===== config.mk =====
export PLATFORM = sky130hd
export DESIGN_NAME = mult_share_ctrl
export DESIGN_NICKNAME = d
export VERILOG_FILES = /design/src/rtl/mult_share_ctrl.sv
export SDC_FILE = /design/constraint.sdc
export NUM_CORES = 1
export LEC_CHECK = 0
export CAP_MARGIN = 20
export CELL_PAD_IN_SITES_DETAIL_PLACEMENT = 0
export CELL_PAD_IN_SITES_GLOBAL_PLACEMENT = 1
export CORE_AREA = 2 2 130 132
export DETAILED_ROUTE_END_ITERATION = 10
export DIE_AREA = 0 0 132 134
export PLACE_DENSITY_LB_ADDON = 0.1
export RECOVER_POWER = 25
export SETUP_SLACK_MARGIN = 0.1
export SYNTH_ARGS = -nofsm -noshare
export SYNTH_HDL_FRONTEND = slang
export SYNTH_SLANG_ARGS = --single-unit

===== constraint.sdc =====
create_clock -name clk -period 5.85 [get_ports clk]
set_input_delay 0.8775 -clock clk [delete_from_list [all_inputs] [get_ports clk]]
set_output_delay 0.8775 -clock clk [all_outputs]
set_load 0.005 [all_outputs]

===== src/rtl/mult_share_ctrl.sv =====
// +----------------------------------------------------------------------------+
// | mult_share_ctrl : round-robin time-sharing of one pipelined multiplier      |
// |                   among NREQ valid/ready requesters, tag-tracked results.   |
// | Revision        : 1.0                                                       |
// +----------------------------------------------------------------------------+
`default_nettype none

module mult_share_ctrl #(
    parameter int WIDTH = 32,
    parameter int NREQ  = 2,
    parameter int LAT   = 1,
    parameter int TW    = 3
) (
    input  logic                    clk,
    input  logic                    reset,
    input  logic [NREQ-1:0]         req_valid,
    output logic [NREQ-1:0]         req_ready,
    input  logic [NREQ*WIDTH-1:0]   req_mcand,
    input  logic [NREQ*WIDTH-1:0]   req_mplier,
    output logic                    mul_en,
    output logic [WIDTH-1:0]        mul_mcand,
    output logic [WIDTH-1:0]        mul_mplier,
    input  logic [2*WIDTH-1:0]      mul_product,
    output logic [NREQ-1:0]         res_valid,
    input  logic [NREQ-1:0]         res_ready,
    output logic [2*WIDTH-1:0]      res_product,
    output logic                    idle
);

    localparam logic [TW-1:0] c_last_idx = TW'(NREQ - 1);

    logic [LAT-1:0] r_vld;
    logic [TW-1:0]  r_tag [LAT];
    logic [TW-1:0]  r_ptr;

    logic            w_stall;
    logic            w_adv;
    logic            w_gnt_any;
    logic [NREQ-1:0] w_gnt;
    logic [TW-1:0]   w_gnt_idx;
    int              w_idx;

    // Output stage decode: the tag selects which requester sees the result.
    always_comb begin
        res_valid = '0;
        for (int i = 0; i < NREQ; i++) begin
            res_valid[i] = r_vld[LAT-1] && (r_tag[LAT-1] == TW'(i));
        end
    end

    assign w_stall     = |(res_valid & ~res_ready);
    assign w_adv       = ~w_stall;
    assign mul_en      = w_adv;
    assign res_product = r_vld[LAT-1] ? mul_product : '0;
    assign idle        = ~|r_vld;

    // Grants are also masked while reset is held so req_ready reads zero.
    always_comb begin
        w_gnt     = '0;
        w_gnt_idx = '0;
        w_gnt_any = 1'b0;
        w_idx     = 0;
        if (w_adv && reset) begin
            for (int k = 0; k < NREQ; k++) begin
                w_idx = int'(r_ptr) + k;
                if (w_idx >= NREQ) begin
                    w_idx = w_idx - NREQ;
                end
                if (!w_gnt_any && req_valid[w_idx]) begin
                    w_gnt_any    = 1'b1;
                    w_gnt[w_idx] = 1'b1;
                    w_gnt_idx    = TW'(w_idx);
                end
            end
        end
    end

    assign req_ready = w_gnt;

    always_comb begin
        mul_mcand  = '0;
        mul_mplier = '0;
        for (int i = 0; i < NREQ; i++) begin
            if (w_gnt[i]) begin
                mul_mcand  = req_mcand[i*WIDTH +: WIDTH];
                mul_mplier = req_mplier[i*WIDTH +: WIDTH];
            end
        end
    end

    always_ff @(posedge clk or negedge reset) begin
        if (!reset) begin
            r_vld <= '0;
            for (int k = 0; k < LAT; k++) begin
                r_tag[k] <= '0;
            end
            r_ptr <= '0;
        end else begin
            if (w_adv) begin
                r_vld[0] <= w_gnt_any;
                r_tag[0] <= w_gnt_idx;
                for (int k = 1; k < LAT; k++) begin
                    r_vld[k] <= r_vld[k-1];
                    r_tag[k] <= r_tag[k-1];
                end
            end
            if (w_gnt_any) begin
                r_ptr <= (w_gnt_idx == c_last_idx) ? '0 : w_gnt_idx + 1'b1;
            end
        end
    end

endmodule

`default_nettype wire


==> impl_metrics.ini, run 1 <==
[sta]
clock_skew_ns = 0.00249
drv_slew = 0
final_hold_viol_count = 0
worstMarginPinSlew_ns = 0.787
fin_ws_ns = 1.05
slew_headroom = 0.474
rsz0062_at_grt = no
period_needed_ns = 4.80
final.setup.tns_ns = 0
finalCritPeriodShare = 0.821
final-setup-viol-count = 0
fmax_mhz = 208
hold_ws_ns = 0.589

[cts]
cts_max_level = 1
post_cts_resize_count = 0
worstSkewPairLatency_ns = 0.23
holdBufCountCts = 0
cts_tree = built
cts.sinks = 7
clock-root-buffer = clkbuf_16
clock_path_buffers = 2
cts-buffers-inserted = 3
clk_pin_slew_ns = 0.03
cts_setup_buffers = 0

[finish]
fin_area_mm2 = 0.00526
postLayoutCoreUtil = 0.323
fin_nets = 737
fin_cells = 758
syn2layout_area_growth_pct = 218
drive_gt1_frac = 0.0336

[critical_path]
critPathBufInv = 3
end_kind = output port
critPathArrivalTime_ns = 3.92
required_ns = 4.97
startpoint_type = input port
critPathKind = input port to output port
crit_slowest_cell = dlygate4sd3_1
cp_cell_sequence = dlygate4sd3_1 > a21boi_0 > nand2_1 > a21oi_4 > buf_4 > a22o_1 > clkdlybuf4s50_1
cp_top_family = buffers and inverters
cpPeakStageDelay_ns = 0.75
crit_fanout = 65

[synthesis]
yosysWarnings = 0
synth_compound_area_frac = 0.430
avgSynthCellArea_um2 = 7.52
ys_seq_elements = 7
synth-xor-area-share = 0
syn_nets = 420
muxShareOfSynthArea = 0.0151
synth_cell_types = 40
synth_top_family_by_area = compound AO/OA/AOI/OAI gates
syn_area_mm2 = 0.00165
ys.flop_type = dfrtp_1
synth_edf_count = 0
synthCells = 220
ys_seq_area_frac = 0.106
synthSimpleGateAreaFrac = 0.352
synthAdderAreaFrac = 0.0151
postSynth.asyncResetShare = 1.00

[pwr]
vdd_drop_max_mv = 0.0887
p_per_area_mw_per_mm2 = 207
total_power_mw = 1.09
p_leak_nw = 2.03

[floorplanning]
die_h_um = 134
ioPinCount = 332
die_area_mm2 = 0.0177
core_mm2 = 0.0163
die_w_um = 132
rows = 47
start_util = 0.102

[placed_design]
place_ws_ns = 1.35
dp_cells = 752
dp_hpwl_um = 12200
port_buffers = 331
place.gp.congestion = 0.906
placed_area_mm2 = 0.00518

[global_route]
first_global_vias = 2840
grt_overflow = 0
antenna_found_initial = 2
grt_pass1_wl_um = 19500
grtUsageTotal = 0.146
grt_max_degree = 67

[detailed_routing]
ant_nets = 0
first_pass_iters = 4
wl_per_cell_um = 18.9
drt-initial-drc-count = 112
via_per_inst = 3.89
num_vias = 2950
routed_wl_um = 14300
post-route-drc-count = 0

[worst_hold_path]
hold_class = flip-flop to flip-flop

[flow_run]
cap_viol_max_count = 0

[status]
status = finished clean
==> area by class of cell <==
| cell class | instances | area, µm² |
|---|---|---|
| multi-input cells | 183 | 1350 |
| diodes | 2 | 5.00 |
| well taps | 220 | 275 |
| inverters | 7 | 26.3 |
| flip-flops and latches | 7 | 175 |
| clock buffers | 4 | 78.8 |
| fillers | 1729 | 11000 |
| repair buffers | 335 | 3340 |
==> metal layers <==
metal	GRT usage	vias up	wire length [µm]
li1	-	1444	-
met1	0.167	1342	5700
met2	0.266	151	7250
met3	0.0514	11	1180
met4	0.0266	2	163
met5	0	-	13
==> kinds of logic (layout without fill, tap and decap cells) <==
logic type      Yosys count  after routing
other cells               0              2
buf+inv                  30            346
compound gates           83             83
mux                       2              2
fa+ha+maj                 2              2
flops                     7              7
simple gates             96             96
==> Yosys cell counts, types with 7 or more instances <==
cell,number,area share
inv_1,7,0.016
a22o_1,64,0.34
dfrtp_1,7,0.11
nor2_1,11,0.025
and2_1,64,0.24
clkbuf_1,8,0.018
nand2_1,7,0.016
buf_2,12,0.036
==> worst reg2reg max path, cell delays in order (launching register included) <==
cell and delay [ns]:
dfrtp_1 0.50, inv_1 0.14, ha_1 0.22, nor2b_1 0.16, o31a_1 0.24, o311ai_0 0.56, o22ai_1 0.18, mux2_1 0.32
==> placed cells by master (no fill, tap or decap), types with 2 or more instances in the layout <==
master and n:
clkdlybuf4s50_1 308, a22o_1 64, and2_1 64, dlygate4sd3_1 23, nor2_1 10, inv_1 7
nand2_1 7, dfrtp_1 7, buf_4 4, o21ai_0 3, clkbuf_16 3, diode_2 2
nor3b_2 2, nor2b_1 2, a31oi_1 2, o211ai_1 2, nor4_1 2, ha_1 2
==> worst paths after layout <==
check | to | cells after the start | slack (ns) | startpoint
min | r_tag[0] | 2 | 0.59 | r_tag[0]
min in group asynchronous | r_ptr[1] | 1 | 1.00 | reset
max reg2reg | r_ptr[2] | 7 | 3.42 | r_ptr[1]
max in group asynchronous | r_ptr[0] | 1 | 4.59 | reset
min reg2reg | r_tag[0] | 2 | 0.59 | r_tag[0]
max | mul_mplier[31] | 7 | 1.05 | reset
==> flip-flops by register name (all words and copies together), names as in the netlist <==
signal	flops
r_vld	1
r_tag	3
r_ptr	3
==> power breakdown <==
part	total, mW	switching (mW)	internal, mW	leakage [nW]
sequential	0.0875	0.0248	0.0627	0.0884
clock	0.115	0.0248	0.0905	0.0382
combinational	0.885	0.338	0.548	1.90
total	1.09	0.387	0.701	2.03
Note: power is estimated with default switching activity, not from simulation.
==> run 2, diff against run 1 <==
- CORE_AREA: 2 2 130 132 -> 2 2 132 134
- DIE_AREA: 0 0 132 134 -> 0 0 134 136
- clock period: 5.85 -> 5 ns (I/O delays scaled with it)
==> run 2 against run 1 <==
Clock power increased by 17%. Clock skew about the same. Design area increased by 0.50%. Die area increased by 3.0%. Sequential cell count unchanged. Critical path type unchanged. Critical endpoint is now mul_mcand[0]. Largest cell class unchanged.
==> impl_metrics.ini, run 2 (synthesis results as in run 1) <==
[status]
status = finished clean

[sta]
clock_skew_ns = 0.00229
worstMarginPinSlew_ns = 0.635
rsz0062_at_grt = no
drv_slew = 0
final-setup-viol-count = 0
period_needed_ns = 4.22
fmax_mhz = 237
final_hold_viol_count = 0
finalCritPeriodShare = 0.844
slew_headroom = 0.571
final.setup.tns_ns = 0

[worst_hold_path]
hold_class = flip-flop to flip-flop
hold_depth = 3
hold_start = r_tag[2]
min_to = r_tag[0]

[finish]
diodes = 0
syn2layout_area_growth_pct = 219
drive_gt1_frac = 0.0355
final_cell_mix = clkdlybuf4s50_1 (306), a22o_1 (64), and2_1 (64)
final_common_cell = clkdlybuf4s50_1
fin_nets = 736
fillers = 1787
top_regs = r_ptr x3, r_tag x3, r_vld x1

[cts]
clk_pin_slew_ns = 0.04
worstSkewPairLatency_ns = 0.23
cts_setup_buffers = 0
cts_tree = built
cts.sinks = 7
clock_path_buffers = 2
cts-buffers-inserted = 3
post_cts_resize_count = 0
cts_max_level = 1
holdBufCountCts = 0
clock-root-buffer = clkbuf_16

[detailed_routing]
num_vias = 2940
wl_per_cell_um = 17.4
via_per_inst = 3.87
first_pass_iters = 4
drt-initial-drc-count = 71
ant_nets = 0
routed_wl_um = 13200
post-route-drc-count = 0

[critical_path]
end_kind = output port
critPathArrivalTime_ns = 3.47
reg2regPathDepth = 7
startpoint_type = input port
reg2reg_to = r_ptr[2]
critPathKind = input port to output port
crit_fanout = 65
rrSetupSlack_ns = 2.57
required_ns = 4.25
timing.rr.start = r_ptr[1]

[pwr]
vdd_drop_max_mv = 0.124
total_power_mw = 1.28
p_per_area_mw_per_mm2 = 242
p_leak_nw = 2.03

[global_route]
grt_pass1_wl_um = 18200
first_global_vias = 2860
grtUsageTotal = 0.130
grt_max_degree = 67
antenna_found_initial = 1
grt_overflow = 0

[placed_design]
dp_hpwl_um = 11200
place.gp.congestion = 0.728
port_buffers = 331

[floorplanning]
die_w_um = 134
die_area_mm2 = 0.0182
die_h_um = 136
core_mm2 = 0.0169
start_util = 0.0980
ioPinCount = 332
rows = 48

[flow_run]
cap_viol_max_count = 0
run 2: changes by cell type in the layout (fill, tap and decap cells not counted), sizes merged:
cell	delta
dlygate4sd3	+2
buf	-1
diode	-2
clkdlybuf4s50	-2
run 2: worst max-delay path by stage:
stage | startpoint | to | slack [ns] | cells after the start
3_3_place_gp | reset | mul_mcand[0] | 1.10 | 7
5_1_grt | reset | mul_mcand[0] | 0.52 | 7
6_report | reset | mul_mcand[0] | 0.78 | 7
4_1_cts | reset | mul_mcand[0] | 1.08 | 7
2_1_floorplan | r_ptr[1] | mul_mcand[0] | 2.37 | 10
3_5_place_dp | reset | mul_mcand[0] | 1.08 | 7
run 2: critical path, stage by stage:
cell             delay (ns)
dlygate4sd3_1          0.75
a21boi_0               0.51
nand2_1                0.18
a21oi_4                0.17
buf_12                 0.27
a22o_1                 0.23
clkdlybuf4s50_1        0.54
run 2: metal layers:
| layer | vias to the layer above | wire length, µm | track usage |
|---|---|---|---|
| li1 | 1443 | - | - |
| met1 | 1322 | 4680 | 0.139 |
| met2 | 171 | 7230 | 0.260 |
| met3 | 2 | 1270 | 0.0414 |
| met4 | 2 | 11 | 0.00709 |
| met5 | - | 17 | 0 |
run 2: layout make-up:
class / count / area [µm²] / area share
Clock buffer: 4 / 78.8 / 0.0149
Multi-Input combinational cell: 183 / 1360 / 0.257
Sequential cell: 7 / 175 / 0.0332
Tap cell: 225 / 282 / 0.0533
Inverter: 7 / 26.3 / 0.00498
Timing Repair Buffer: 334 / 3360 / 0.636
run 2: report_power, final:
part | internal, mW | switching (mW)
Combinational | 0.649 | 0.391
Clock | 0.106 | 0.0284
Sequential | 0.0734 | 0.0296
run 2: through the flow:
stage,std cells,util,hold slack (ns),instance area [µm²],setup WS [ns]
after detailed placement,756,0.308,0.591,5210,1.08
after global routing,760,0.313,0.621,5280,0.520
after CTS,760,0.313,0.598,5290,1.08
after floorplan,220,-,0.454,1650,2.37
after global placement,756,0.308,0.599,5210,1.10
final,760,0.313,0.588,5280,0.779
==> run 3, diff against run 2 <==
- clock period: 5 -> 3.6 ns (I/O delays scaled with it)
==> run 3 against run 2 <==
Wire length is 2.5% higher. Non-clock buffer count is 7 higher. Sequential cell count stayed put. First-iteration DRC count is 56% higher. Critical path type is now flip-flop to output port.
==> impl_metrics.ini, run 3 (synthesis results as in run 1) <==
[status]
status = finished clean

[worst_hold_path]
hold_depth = 2
hold_start = r_tag[0]
hold_class = flip-flop to flip-flop
min_to = r_tag[0]

[critical_path]
cpPeakStageDelay_ns = 0.50
end_kind = output port
reg2reg_to = r_ptr[2]
startpoint_type = flip-flop
crit_fanout = 32
critPathBufInv = 3
reg2regPathDepth = 7
cp_cell_sequence = inv_1 > ha_1 > nor2b_1 > o31ai_2 > o211ai_1 > a21oi_4 > bufbuf_16 > a22o_1 > clkdlybuf4s50_1
critPathKind = flip-flop to output port
critPathArrivalTime_ns = 2.88
cp_top_family = buffers and inverters
crit_slowest_cell = clkdlybuf4s50_1
rrSetupSlack_ns = 1.26
timing.rr.start = r_ptr[1]
required_ns = 3.06

[detailed_routing]
num_vias = 2991
wl_per_cell_um = 17.7
ant_nets = 0
first_pass_iters = 4
drt-initial-drc-count = 111
routed_wl_um = 13500
via_per_inst = 3.90
post-route-drc-count = 0

[floorplanning]
ioPinCount = 332
start_util = 0.0980
die_area_mm2 = 0.0182
core_mm2 = 0.0169
die_w_um = 134
rows = 48
die_h_um = 136

[finish]
final_common_cell = clkdlybuf4s50_1
final_cell_mix = clkdlybuf4s50_1 (310), a22o_1 (64), and2_1 (61)
syn2layout_area_growth_pct = 225
top_regs = r_ptr x3, r_tag x3, r_vld x1
fin_area_mm2 = 0.00538
drive_gt1_frac = 0.0498
diodes = 0
fin_nets = 743

[pwr]
internal_power_mw = 1.20
total_power_mw = 1.84
switching_share = 0.350
p_leak_nw = 2.07
pwr-share-clk = 0.102
seq_power_share = 0.079
power_switching_mw = 0.643
p_per_area_mw_per_mm2 = 342
pwr-share-comb = 0.820
vdd_drop_max_mv = 0.145

[placed_design]
dp_hpwl_um = 11400
placed_area_mm2 = 0.00526
place.gp.congestion = 0.741
place_ws_ns = 0.249
port_buffers = 331

[sta]
final-setup-viol-count = 0
fin_ws_ns = 0.184
fmax_mhz = 293
clock_skew_ns = 0.00103
finalCritPeriodShare = 0.949
slew_headroom = 0.389
final.setup.tns_ns = 0
worstMarginPinSlew_ns = 0.917
final_hold_viol_count = 0
drv_slew = 0
hold_ws_ns = 0.588
rsz0062_at_grt = yes
period_needed_ns = 3.42

[global_route]
antenna_found_initial = 1
first_global_vias = 2908
grt_overflow = 0
grtUsageTotal = 0.132
grt_max_degree = 66
grt_pass1_wl_um = 18600

[cts]
worstSkewPairLatency_ns = 0.23
clk_pin_slew_ns = 0.04
clock-root-buffer = clkbuf_16
cts_tree = built
clock_path_buffers = 2
cts_max_level = 1
cts-buffers-inserted = 3
cts.sinks = 7

[flow_run]
cap_viol_max_count = 0
-- run 3: worst min-delay path, stage by stage (launching register included) --
cell,delay (ns)
dfrtp_1,0.39
nand2_1,0.08
o21ai_0,0.07
-- run 3: stage by stage --
stage / cells / util
2_1_floorplan: 220 / -
3_3_place_gp: 761 / 0.311
3_5_place_dp: 761 / 0.311
4_1_cts: 766 / 0.318
5_1_grt: 767 / 0.319
6_report: 767 / 0.319
-- run 3: per-layer routing --
metal	vias to the layer above	routed length, µm	share of wire	track usage
met5	-	13	0.00096	0
met4	2	63	0.0046	0.0142
met3	6	1190	0.088	0.0362
met2	178	7380	0.54	0.263
met1	1349	4900	0.36	0.143
li1	1456	-	-	-
-- run 3: what timing repair did --
| action | in CTS | in global routing |
|---|---|---|
| setup buffers | 0 | 1 |
| gates cloned | 1 | 0 |
| resized for setup | 2 | 1 |
| hold buffers | 0 | 0 |
| setup endpoints to repair | 38 | 58 |
| pin swaps | 0 | 1 |
-- run 3: worst max path at each step --
| stage | start | end | slack (ns) | depth (start not counted) |
|---|---|---|---|---|
| 6_report | r_ptr[1] | mul_mcand[14] | 0.18 | 9 |
| 4_1_cts | r_ptr[1] | mul_mcand[16] | 0.11 | 9 |
| 3_5_place_dp | r_ptr[1] | mul_mcand[19] | 0.25 | 9 |
| 3_3_place_gp | req_valid[1] | mul_mcand[19] | 0.25 | 7 |
| 5_1_grt | r_ptr[1] | mul_mcand[9] | 0.05 | 9 |
| 2_1_floorplan | r_ptr[1] | mul_mcand[0] | 1.18 | 10 |
-- run 3: area by class of cell --
type / count / area, µm²
fill: 1763 / 11500
timing repair buffer: 341 / 3460
multi-input combinational: 183 / 1360
tap: 225 / 282
sequential: 7 / 178
clock buffer: 4 / 78.8
inverter: 7 / 26.3
-- run 3: power by group through the flow --
stage          Combinational [mW]  Sequential [mW]  Clock, mW
2_1_floorplan               0.589            0.118          0
3_3_place_gp                 1.52            0.143          0
3_5_place_dp                 1.51            0.143          0
4_1_cts                      1.54            0.145      0.190
5_1_grt                      1.63            0.150      0.196
6_report                     1.51            0.144      0.187
